--- config.mk ---
export PLATFORM = sky130hd
export DESIGN_NAME = l1_l2_port_arbiter
export DESIGN_NICKNAME = d
export VERILOG_FILES = /design/src/rtl/l1_l2_pkg.sv /design/src/rtl/rr_arb2.sv /design/src/rtl/l1_l2_port_arbiter.sv
export SDC_FILE = /design/constraint.sdc
export NUM_CORES = 1
export LEC_CHECK = 0
export CORE_AREA = 5 5 437 439
export CTS_CLUSTER_SIZE = 10
export DETAILED_ROUTE_END_ITERATION = 8
export DIE_AREA = 0 0 442 444
export SETUP_SLACK_MARGIN = 0.1
export SYNTH_ARGS = -nofsm -noshare
export SYNTH_HDL_FRONTEND = slang
export SYNTH_SLANG_ARGS = --single-unit
export TNS_END_PERCENT = 10
--- constraint.sdc ---
create_clock -name clk -period 19.6 [get_ports clk]
set_input_delay 1.96 -clock clk [delete_from_list [all_inputs] [get_ports clk]]
set_output_delay 1.96 -clock clk [all_outputs]
set_load 0.005 [all_outputs]
--- src/rtl/l1_l2_pkg.sv ---
// Shared types and default widths for the L1->L2 request port arbiter.
package l1_l2_pkg;

  localparam int unsigned TAG_W_DEF  = 18;
  localparam int unsigned IDX_W_DEF  = 8;
  localparam int unsigned LINE_W_DEF = 512;

  typedef enum logic [1:0] {IDLE, GNT_I, GNT_DW, GNT_DR} arb_state_t;

  typedef enum logic {REQ_I, REQ_D} req_id_t;

endpackage

--- src/rtl/rr_arb2.sv ---
// Two-requester round-robin pick with a D-side lock override; purely combinational.
module rr_arb2
  import l1_l2_pkg::*;
(
  input  logic    i_req_i,
  input  logic    i_req_d,
  input  logic    i_lock_d,
  input  req_id_t i_last,
  output logic    o_valid,
  output req_id_t o_winner
);

  always_comb begin
    o_valid  = i_req_i | i_req_d;
    o_winner = REQ_I;
    if (i_lock_d && i_req_d) begin
      o_winner = REQ_D;
    end else if (i_req_i && i_req_d) begin
      o_winner = (i_last == REQ_I) ? REQ_D : REQ_I;
    end else if (i_req_d) begin
      o_winner = REQ_D;
    end
  end

endmodule

--- src/rtl/l1_l2_port_arbiter.sv ---
// Shares the single L2 request port between L1I refills and L1D write-backs/refills,
// registering the granted request and steering L2's ready pulse back to the owner.
module l1_l2_port_arbiter
  import l1_l2_pkg::*;
#(
  parameter int unsigned TAG_W   = TAG_W_DEF,
  parameter int unsigned IDX_W   = IDX_W_DEF,
  parameter int unsigned LINE_W  = LINE_W_DEF,
  parameter int unsigned TIMEOUT = 1024
) (
  input  logic              clk,
  input  logic              rst,
  input  logic              read_L1I_L2,
  input  logic [TAG_W-1:0]  tag_L1I_L2,
  input  logic [IDX_W-1:0]  index_L1I_L2,
  output logic              ready_L2_L1I,
  input  logic              read_L1D_L2,
  input  logic              write_L1D_L2,
  input  logic [TAG_W-1:0]  tag_L1D_L2,
  input  logic [IDX_W-1:0]  index_L1D_L2,
  input  logic [TAG_W-1:0]  write_tag_L1D_L2,
  input  logic [IDX_W-1:0]  write_index_L1D_L2,
  input  logic [LINE_W-1:0] write_data_L1D_L2,
  output logic              ready_L2_L1D,
  output logic              read_L1_L2,
  output logic              write_L1_L2,
  output logic [TAG_W-1:0]  tag_L1_L2,
  output logic [IDX_W-1:0]  index_L1_L2,
  output logic [LINE_W-1:0] write_data_L1_L2,
  input  logic              ready_L2_L1,
  output logic              timeout_err
);

  localparam int unsigned CntW = (TIMEOUT > 1) ? $clog2(TIMEOUT + 1) : 1;

  arb_state_t        r_state;
  req_id_t           r_rr_last;
  logic              r_d_lock;
  logic [CntW-1:0]   r_wait_cnt;
  logic              w_valid;
  req_id_t           w_winner;
  logic [CntW-1:0]   w_cnt_inc;
  logic              w_timeout_hit;

  rr_arb2 u_rr_arb2 (
    .i_req_i  (read_L1I_L2),
    .i_req_d  (read_L1D_L2 | write_L1D_L2),
    .i_lock_d (r_d_lock),
    .i_last   (r_rr_last),
    .o_valid  (w_valid),
    .o_winner (w_winner)
  );

  assign w_cnt_inc     = r_wait_cnt + CntW'(1);
  assign w_timeout_hit = (TIMEOUT != 0) && (32'(w_cnt_inc) == TIMEOUT);

  // Ready passes straight through to whichever L1 owns the current grant.
  assign ready_L2_L1I = ready_L2_L1 & (r_state == GNT_I);
  assign ready_L2_L1D = ready_L2_L1 & ((r_state == GNT_DW) || (r_state == GNT_DR));

  always_ff @(posedge clk or posedge rst) begin
    if (rst) begin
      r_state          <= IDLE;
      r_rr_last        <= REQ_D;
      r_d_lock         <= 1'b0;
      r_wait_cnt       <= '0;
      timeout_err      <= 1'b0;
      read_L1_L2       <= 1'b0;
      write_L1_L2      <= 1'b0;
      tag_L1_L2        <= '0;
      index_L1_L2      <= '0;
      write_data_L1_L2 <= '0;
    end else begin
      case (r_state)
        IDLE: begin
          r_wait_cnt <= '0;
          if (!read_L1D_L2) r_d_lock <= 1'b0;
          if (w_valid) begin
            r_rr_last <= w_winner;
            if (w_winner == REQ_I) begin
              r_state     <= GNT_I;
              read_L1_L2  <= 1'b1;
              tag_L1_L2   <= tag_L1I_L2;
              index_L1_L2 <= index_L1I_L2;
            end else if (write_L1D_L2) begin
              r_state          <= GNT_DW;
              write_L1_L2      <= 1'b1;
              tag_L1_L2        <= write_tag_L1D_L2;
              index_L1_L2      <= write_index_L1D_L2;
              write_data_L1_L2 <= write_data_L1D_L2;
            end else begin
              r_state     <= GNT_DR;
              read_L1_L2  <= 1'b1;
              tag_L1_L2   <= tag_L1D_L2;
              index_L1_L2 <= index_L1D_L2;
            end
          end
        end
        default: begin
          if (ready_L2_L1) begin
            r_state     <= IDLE;
            read_L1_L2  <= 1'b0;
            write_L1_L2 <= 1'b0;
            r_wait_cnt  <= '0;
            // A write-back locks the port for the D refill that normally follows it.
            if (r_state == GNT_DW) r_d_lock <= 1'b1;
            if (r_state == GNT_DR) r_d_lock <= 1'b0;
          end else begin
            if (r_wait_cnt != '1) r_wait_cnt <= w_cnt_inc;
            if (w_timeout_hit) timeout_err <= 1'b1;
          end
        end
      endcase
    end
  end

endmodule
# Word level (Yosys, flattened, before mapping)
# Cells that the tools add are included.
[op_classes]
n_bitwise = 6
n_addsub = 1
muxes = 30
reduce_logical = 14
n_mul = 0
n_div = 0
magnitude_cmp = 0
n_eq_ne = 10
shift = 0
[ops]
columns = ["cell", "count"]
rows = [
  ["18-bit two-way mux", 2],
  ["11-bit two-way mux", 3],
  ["1-bit two-way mux", 19],
  ["8-bit two-way mux", 2],
  ["11-bit by 1-bit adder with 11-bit output, second input constant", 1],
  ["11-bit equality test, second input constant", 1],
  ["11-bit inequality test, second input constant", 1],
  ["3-bit AND reduction", 3],
  ["2-bit two-way mux", 4],
  ["4-bit AND reduction", 2],
  ["2-bit inequality test, second input constant", 3],
  ["3-bit nonzero test", 2],
  ["2-bit equality test, second input constant", 2],
  ["2-bit AND reduction", 2],
  ["3-bit inequality test, second input constant", 1],
  ["1-bit AND", 2],
  ["2-bit by 1-bit equality test with 1-bit output, second input constant", 1],
  ["1-bit logical AND", 2],
  ["2-bit zero test", 1],
  ["2-bit by 1-bit inequality test with 1-bit output, second input constant", 1],
  ["1-bit inverter", 2],
  ["1-bit OR", 2],
  ["2-bit nonzero test", 1],
  ["1-bit logical OR", 1],
]
[totals]
regBits = 556
romBits = 0
out_inout_bits = 543
word_cells = 71
ramBits = 0
latchBits = 0
mem_count = 0

# Depth between registers and ports, before layout
# Gate-level depths: netlist (run 1).
[logic_depth]
word_depth = 7
ltp_mapped = 8

# Modules after synthesis
# Synthesis (run 1) repeated with hierarchy kept, for this count alone.
[unflattened]
cells_unflattened = 1369
hier_area_um2 = 23473.8
[by_module_without_submodules]
columns = ["mod", "cells_each", "seq_area_each_um2", "area_per_inst_um2", "instances"]
rows = [
  ["l1_l2_port_arbiter", 1365, 13914.6, 23453.7, 1],
  ["rr_arb2", 4, 0.0, 20.0, 1],
]

# Least setup slack after synthesis (run 1)
# Ideal clock, no wire load.
[synth_path]
path_type = "input-to-output"
start = "input ready_L2_L1"
end = "output ready_L2_L1D"
required_time_ns = 17.640
path_stages = 2
slack_ns = 15.505
t_arrival_ns = 2.135
path_cell_list = "inv_1 nor2_1"
[synth_between]
elab_chain_cells = 1
[synth_rtl]
columns = ["element", "line", "source"]
rows = [
  ["from (decl)", "l1_l2_port_arbiter.sv:30", "input logic ready_L2_L1,"],
  ["1-bit AND", "l1_l2_port_arbiter.sv:59", "assign ready_L2_L1D = ready_L2_L1 & ((r_state == GNT_DW) || (r_state == GNT_DR));"],
  ["to (decl)", "l1_l2_port_arbiter.sv:24", "output logic ready_L2_L1D,"],
]
# Every way passes these cells.

# Worst setup path after layout (run 1)
[layout_path]
start = "input read_L1I_L2"
end = "register write_data_L1_L2[347]"
[layout_between]
elab_chain_cells = 4
[layout_rtl]
columns = ["element", "line", "source"]
rows = [
  ["from (decl)", "l1_l2_port_arbiter.sv:13", "input logic read_L1I_L2,"],
  ["1-bit logical AND", "rr_arb2.sv:18", "end else if (i_req_i && i_req_d) begin"],
  ["1-bit two-way mux", "rr_arb2.sv:18", ""],
  ["1-bit two-way mux", "rr_arb2.sv:16", "if (i_lock_d && i_req_d) begin"],
  ["4-bit AND reduction (no source line) (*)", "n/a", ""],
  ["to (signal assigned)", "l1_l2_port_arbiter.sv:90", "write_data_L1_L2 <= write_data_L1D_L2;"],
  ["to (decl)", "l1_l2_port_arbiter.sv:29", "output logic [LINE_W-1:0] write_data_L1_L2,"],
]
# Mark *: on every way between the ends. The rest lies on a longest branch, timed or not.
# A chain may end at the register's enable or synchronous reset.

==> metrics, run 1 <==
Die W 442 um; clk slew on worst S/H paths 0.05 ns; clock latency at the later pin of the worst-skew pair 0.67 ns; Post-synth EDFFs 0; crit-path max FO 78; critical path endpoint category flip-flop; fin cells 5,071; WS Path Type in -> reg; # placed instances 4,938; DR iter-0 viols 831; RSZ-0062 raised after global routing false; dpl hpwl 123.8 mm; vias per inst 3.324; antenna violations before repair 100; startpoint types input port; Synth Flop Type dfrtp_1; max-cap violations 0; worst slew pin tran 1.070 ns; antenna-violating nets left 0; Storage cell area 0.01391 mm2; R2R Setup Slk 15.05 ns; fillers 19,786; warning count from the yosys run 0; run status finished, final reports clean; first-pass GRT wire length 186.6 mm; Area Overhead vs Synth 70.14%; DR pass1 iterations 5; setup TNS 0 ns; clk buf depth 3; Peak VDD IR 0.0001095 V; CTS tree yes; vias in the first global route 17,555; Final Hold Viols 0; final worst path period share 0.2944; WL per Instance 29.05 um; clock root buffer master clkbuf_16; worst hold path type reg -> reg; GR Util All Layers 0.1438; worst path required time 20.14 ns; row cnt 159; fraction of registers with async set/reset 1.000; cts hold-fix bufs 0; Final min period 5.771 ns; layout cells sized above 1 0.2337; Buffers on Ports 1,138; Mapped Area 0.02327 mm2; depth of the CTS H-tree 3; max-slew violation count 0; syn nets 1,962; Yosys reg bits 556; commonest non-fill, non-tap cell in the layout clkdlybuf4s50_1; Total Wirelength 147.3 mm; Power Dens Cells 169.3 mW/mm2; average cell area after synthesis 17.11 um2; # resized after CTS 0; Unique masters post-synth 40; die height 444 um; final hold slack 0.4652 ns; Final GP Congestion 0.9290; Setup Skew 0.02401 ns; Max Freq 173.3 MHz; most frequent cells in the layout 1,137 x clkdlybuf4s50_1, 555 x dfrtp_1, 432 x mux2_4; vias 16,856; Num CTS Buffers 74; final setup vio count 0; Post-CTS Setup Inserts 0; WP data arrival 6.31 ns; sequential-to-total area share from yosys stat 0.5980; Total Nets Final 3,121; num ports 1,139; die area 0.1962 mm2; GR Overflow Total 0; cells after synthesis 1,360; largest net degree at the start of global routing 129; Sink Count 556; Core Box Area 0.1868 mm2; Starting Density 0.1246; area of the multi-input gates 0.008668 mm2; DRC 0; Leak Pwr 17.10 nW; Max-slew headroom 0.2866
## kinds of logic after synthesis
group / Yosys count / synth area share
flops: 556 / 0.5980
buf+inv: 79 / 0.03049
xor+xnor: 6 / 0.002259
mux: 541 / 0.3300
simple gates: 96 / 0.01839
fa+ha+maj: 6 / 0.003226
compound gates: 76 / 0.01764
## cell usage after synthesis (3+ instances only)
library cell | n | share of area
dfrtp_1 | 555 | 0.60
mux2_4 | 432 | 0.28
nand2_1 | 64 | 0.010
o21ai_0 | 55 | 0.012
buf_6 | 53 | 0.026
mux2_1 | 48 | 0.023
mux2_2 | 33 | 0.016
mux2i_1 | 28 | 0.012
a21oi_1 | 12 | 0.0026
clkbuf_1 | 10 | 0.0016
nor2_1 | 10 | 0.0016
buf_2 | 9 | 0.0019
ha_1 | 6 | 0.0032
nand3_1 | 6 | 0.0013
inv_1 | 5 | 0.00081
nor3_1 | 3 | 0.00065
xnor2_1 | 3 | 0.0011
xor2_1 | 3 | 0.0011
## critical path, stage by stage
cell             delay (ns)
clkdlybuf4s50_1        0.53
nand3b_1               0.12
and2_4                 0.21
nand2_8                0.59
buf_4                  0.69
buf_4                  0.68
buf_4                  0.91
mux2_1                 0.39
## worst paths after layout
path,end,cells past startpoint,from
setup / recovery,write_data_L1_L2[347],8,read_L1I_L2
hold / removal,timeout_err,2,timeout_err
setup reg to reg,write_data_L1_L2[347],7,r_state[0]
hold reg to reg,timeout_err,2,timeout_err
max in group asynchronous,write_data_L1_L2[43],5,rst
min in group asynchronous,write_data_L1_L2[404],2,rst
## metrics by stage
step | area, um2 | utilization | setup slack, ns | power, mW
CTS | 39560 | 0.2118 | 13.88 | 6.861
finish | 39590 | 0.2119 | 13.83 | 6.702
floorplan | 23270 | - | 2.094 | 3.361
detailed placement | 37270 | 0.1995 | 13.11 | 5.458
global route | 39560 | 0.2118 | 13.73 | 7.074
global placement | 37270 | 0.1995 | 13.14 | 5.440
## report_power, final
part	switching [mW]	leakage (nW)	total, mW	internal, mW
Combinational	1.28	9.41	3.23	1.94
Clock	0.566	1.12	1.32	0.753
Sequential	0.418	6.58	2.16	1.74
## cell type report
type / count / area share
antenna: 13 / 0.0008217
clock inverter: 18 / 0.005468
tap: 2495 / 0.07885
sequential: 556 / 0.3515
inverter: 5 / 0.0006637
multi-input combinational: 725 / 0.2190
timing repair buffer: 1157 / 0.2915
clock buffer: 102 / 0.05224
## layer usage
layer | vias to the layer above | share of wire | global-route usage
li1 | 7120 | - | -
met1 | 8579 | 0.35 | 0.1475
met2 | 867 | 0.50 | 0.2533
met3 | 288 | 0.12 | 0.08246
met4 | 2 | 0.027 | 0.03337
met5 | - | 0.000061 | 0
## flip-flops by register name, summed over array words and instances (netlist names)
| signal | cells |
|---|---|
| r_state | 2 |
| read_L1_L2 | 1 |
| write_L1_L2 | 1 |
| index_L1_L2 | 8 |
| tag_L1_L2 | 18 |
| r_wait_cnt | 11 |
| r_rr_last | 1 |
| timeout_err | 1 |
| r_d_lock | 1 |
| write_data_L1_L2 | 512 |
Power figures use the tool's default switching activity.
==> run 2: changes to the inputs <==
clock period = 5.65 ns   (was 19.6 ns; I/O delays follow)
==> run 2 against run 1 <==
  * Cell area grew 1.2%
  * Power grew to 3.6 times the previous value
  * Global-route usage is 0.93 points higher
  * Utilization up 0.26 points
  * Via count grew 1.8%
  * Flip-flop and latch count unchanged
  * Sequential power grew to 3.4 times the previous value
  * Wire length is 5.9% higher
  * Sequential share of layout area is 0.43 points lower
  * Clock skew increased by 0.019 ns
  * Register-to-register slack lost 12 ns
  * Worst hold slack got worse by 0.071 ns
  * Critical endpoint is now write_data_L1_L2[165]
  * Largest cell class unchanged
  * Largest power group unchanged
==> metrics, run 2 (synthesis gave the netlist of run 1 again) <==
run status finished, final reports clean (unchanged); row cnt 159 (unchanged); max FFs per register 512 (unchanged); num ports 1,139 (unchanged); die area 0.1962 mm2 (unchanged); critical path endpoint category flip-flop (unchanged); die height 444 um (unchanged); pre-CTS setup slack 2.236 ns (was 13.11 ns); dpl hpwl 133.1 mm (was 123.8 mm); Final Hold Viols 0 (unchanged); final setup vio count 0 (unchanged); crit-path max FO 87 (was 78); slowest CP cell nand2_8 (was buf_4); startpoint types flip-flop (was input port); Final min period 2.989 ns; Total Nets Final 3,138 (was 3,121); layout cells sized above 1 0.2430 (was 0.2337); Area Overhead vs Synth 72.23% (was 70.14%); most frequent cells in the layout 1,137 x clkdlybuf4s50_1, 555 x dfrtp_1, 432 x mux2_4 (unchanged); fin cells 5,099 (was 5,071); area of the multi-input gates 0.008668 mm2 (unchanged); worst hold path type in -> async (was reg -> reg); Setup Skew 0.04347 ns (was 0.02401 ns); Placed Area 0.03745 mm2 (was 0.03727 mm2); antenna-violating nets left 0 (unchanged); Power Dens Cells 602.4 mW/mm2 (was 169.3 mW/mm2); Core Box Area 0.1868 mm2 (unchanged); RSZ-0062 raised after global routing false (unchanged); WP data arrival 3.55 ns (was 6.31 ns); WL per Instance 30.60 um (was 29.05 um); CTS tree yes (unchanged); clock latency at the later pin of the worst-skew pair 0.70 ns (was 0.67 ns); cts hold-fix bufs 0 (unchanged); Post-CTS Setup Inserts 0 (unchanged); Num CTS Buffers 78 (was 74); design area 0.04008 mm2 (was 0.03959 mm2); vias per inst 3.364 (was 3.324); Largest Register write_data_L1_L2 (unchanged); first-pass GRT wire length 196.4 mm (was 186.6 mm); # resized after CTS 0 (unchanged); vias in the first global route 17,968 (was 17,555); worst path required time 6.21 ns (was 20.14 ns); commonest non-fill, non-tap cell in the layout clkdlybuf4s50_1 (unchanged); Starting Density 0.1246 (unchanged); Peak VDD IR 0.0002714 V (was 0.0001095 V); largest net degree at the start of global routing 129 (unchanged); cell family with most CP delay buffers and inverters (unchanged); worst slew pin tran 1.056 ns (was 1.070 ns); fillers 19,822 (was 19,786); Leak Pwr 17.34 nW (was 17.10 nW); setup TNS 0 ns (unchanged); slowest stage delay, CP 0.70 ns (was 0.91 ns); GR Util All Layers 0.1531 (was 0.1438); final hold slack 0.3945 ns (was 0.4652 ns); vias 17,151 (was 16,856); WS Path Type reg -> reg (was in -> reg); Die W 442 um (unchanged); worst path bufs/invs 2 (was 4); Storage cell area 0.01391 mm2 (unchanged); DR iter-0 viols 1,093 (was 831); max-cap violations 0 (unchanged); Total Wirelength 156.0 mm (was 147.3 mm); Sink Count 556 (unchanged); DRC 0 (unchanged); Buffers on Ports 1,138 (unchanged); Largest regs write_data_L1_L2: 512 flops, tag_L1_L2: 18 flops, r_wait_cnt: 11 flops (unchanged); Max Freq 334.5 MHz; clk slew on worst S/H paths 0.06 ns (was 0.05 ns); Max-slew headroom 0.2962 (was 0.2866); final worst slack 2.661 ns (was 13.83 ns); GR Overflow Total 0 (unchanged); depth of the CTS H-tree 3 (unchanged); clk buf depth 3 (unchanged); final worst path period share 0.5291; max-slew violation count 0 (unchanged); Final GP Congestion 0.9133 (was 0.9290); DR pass1 iterations 5 (unchanged); antenna violations before repair 125 (was 100); clock root buffer master clkbuf_16 (unchanged); CP cell instances inv_1, ha_1, nand2_8, buf_12, mux2_2 (was clkdlybuf4s50_1, nand3b_1, and2_4, nand2_8, buf_4, buf_4, buf_4, mux2_1); # placed instances 4,951 (was 4,938)
run 2: report_power, final:
group	switching, mW	internal, mW
sequential	1.39	6.03
combinational	4.93	6.76
clock	2.00	3.03
total	8.32	15.8
run 2: final cells by class:
cell class | count | share of cell area
timing repair buffer | 1170 | 0.2926
clock buffer | 111 | 0.05795
clock inverter | 22 | 0.006556
multi-input combinational | 725 | 0.2163
antenna | 15 | 0.0009366
tap | 2495 | 0.07790
sequential | 556 | 0.3472
inverter | 5 | 0.0005620
run 2: per-stage QoR:
| step | util | power [mW] |
|---|---|---|
| after global placement | 0.2005 | 19.18 |
| after global routing | 0.2145 | 25.42 |
| after floorplan | - | 11.66 |
| after CTS | 0.2143 | 24.58 |
| final | 0.2145 | 24.14 |
| after detailed placement | 0.2005 | 19.24 |
run 2: per-layer routing:
layer / vias to the layer above / routed length (um) / part of all wire / track usage
li1: 7168 / - / - / -
met1: 8655 / 57920 / 0.37 / 0.1688
met2: 975 / 72490 / 0.46 / 0.2498
met3: 351 / 20620 / 0.13 / 0.09192
met4: 2 / 4967 / 0.032 / 0.04029
met5: - / 13 / 0.000083 / 0
run 2: final timing paths:
| path | start | endpoint | slack (ns) | depth (start not counted) |
|---|---|---|---|---|
| max | r_state[0] | write_data_L1_L2[165] | 2.66 | 5 |
| min | rst | write_data_L1_L2[160] | 0.39 | 2 |
| max reg2reg | r_state[0] | write_data_L1_L2[165] | 2.66 | 5 |
| min reg2reg | timeout_err | timeout_err | 0.46 | 2 |
| max in group asynchronous | rst | write_data_L1_L2[374] | 3.97 | 3 |
| min in group clk | write_data_L1D_L2[496] | write_data_L1_L2[496] | 0.45 | 2 |
run 2: worst reg2reg max path, stage by stage, from the launching register on:
cell,delay [ns]
dfrtp_1,0.42
inv_1,0.10
ha_1,0.38
nand2_8,0.70
buf_12,0.77
mux2_2,0.47
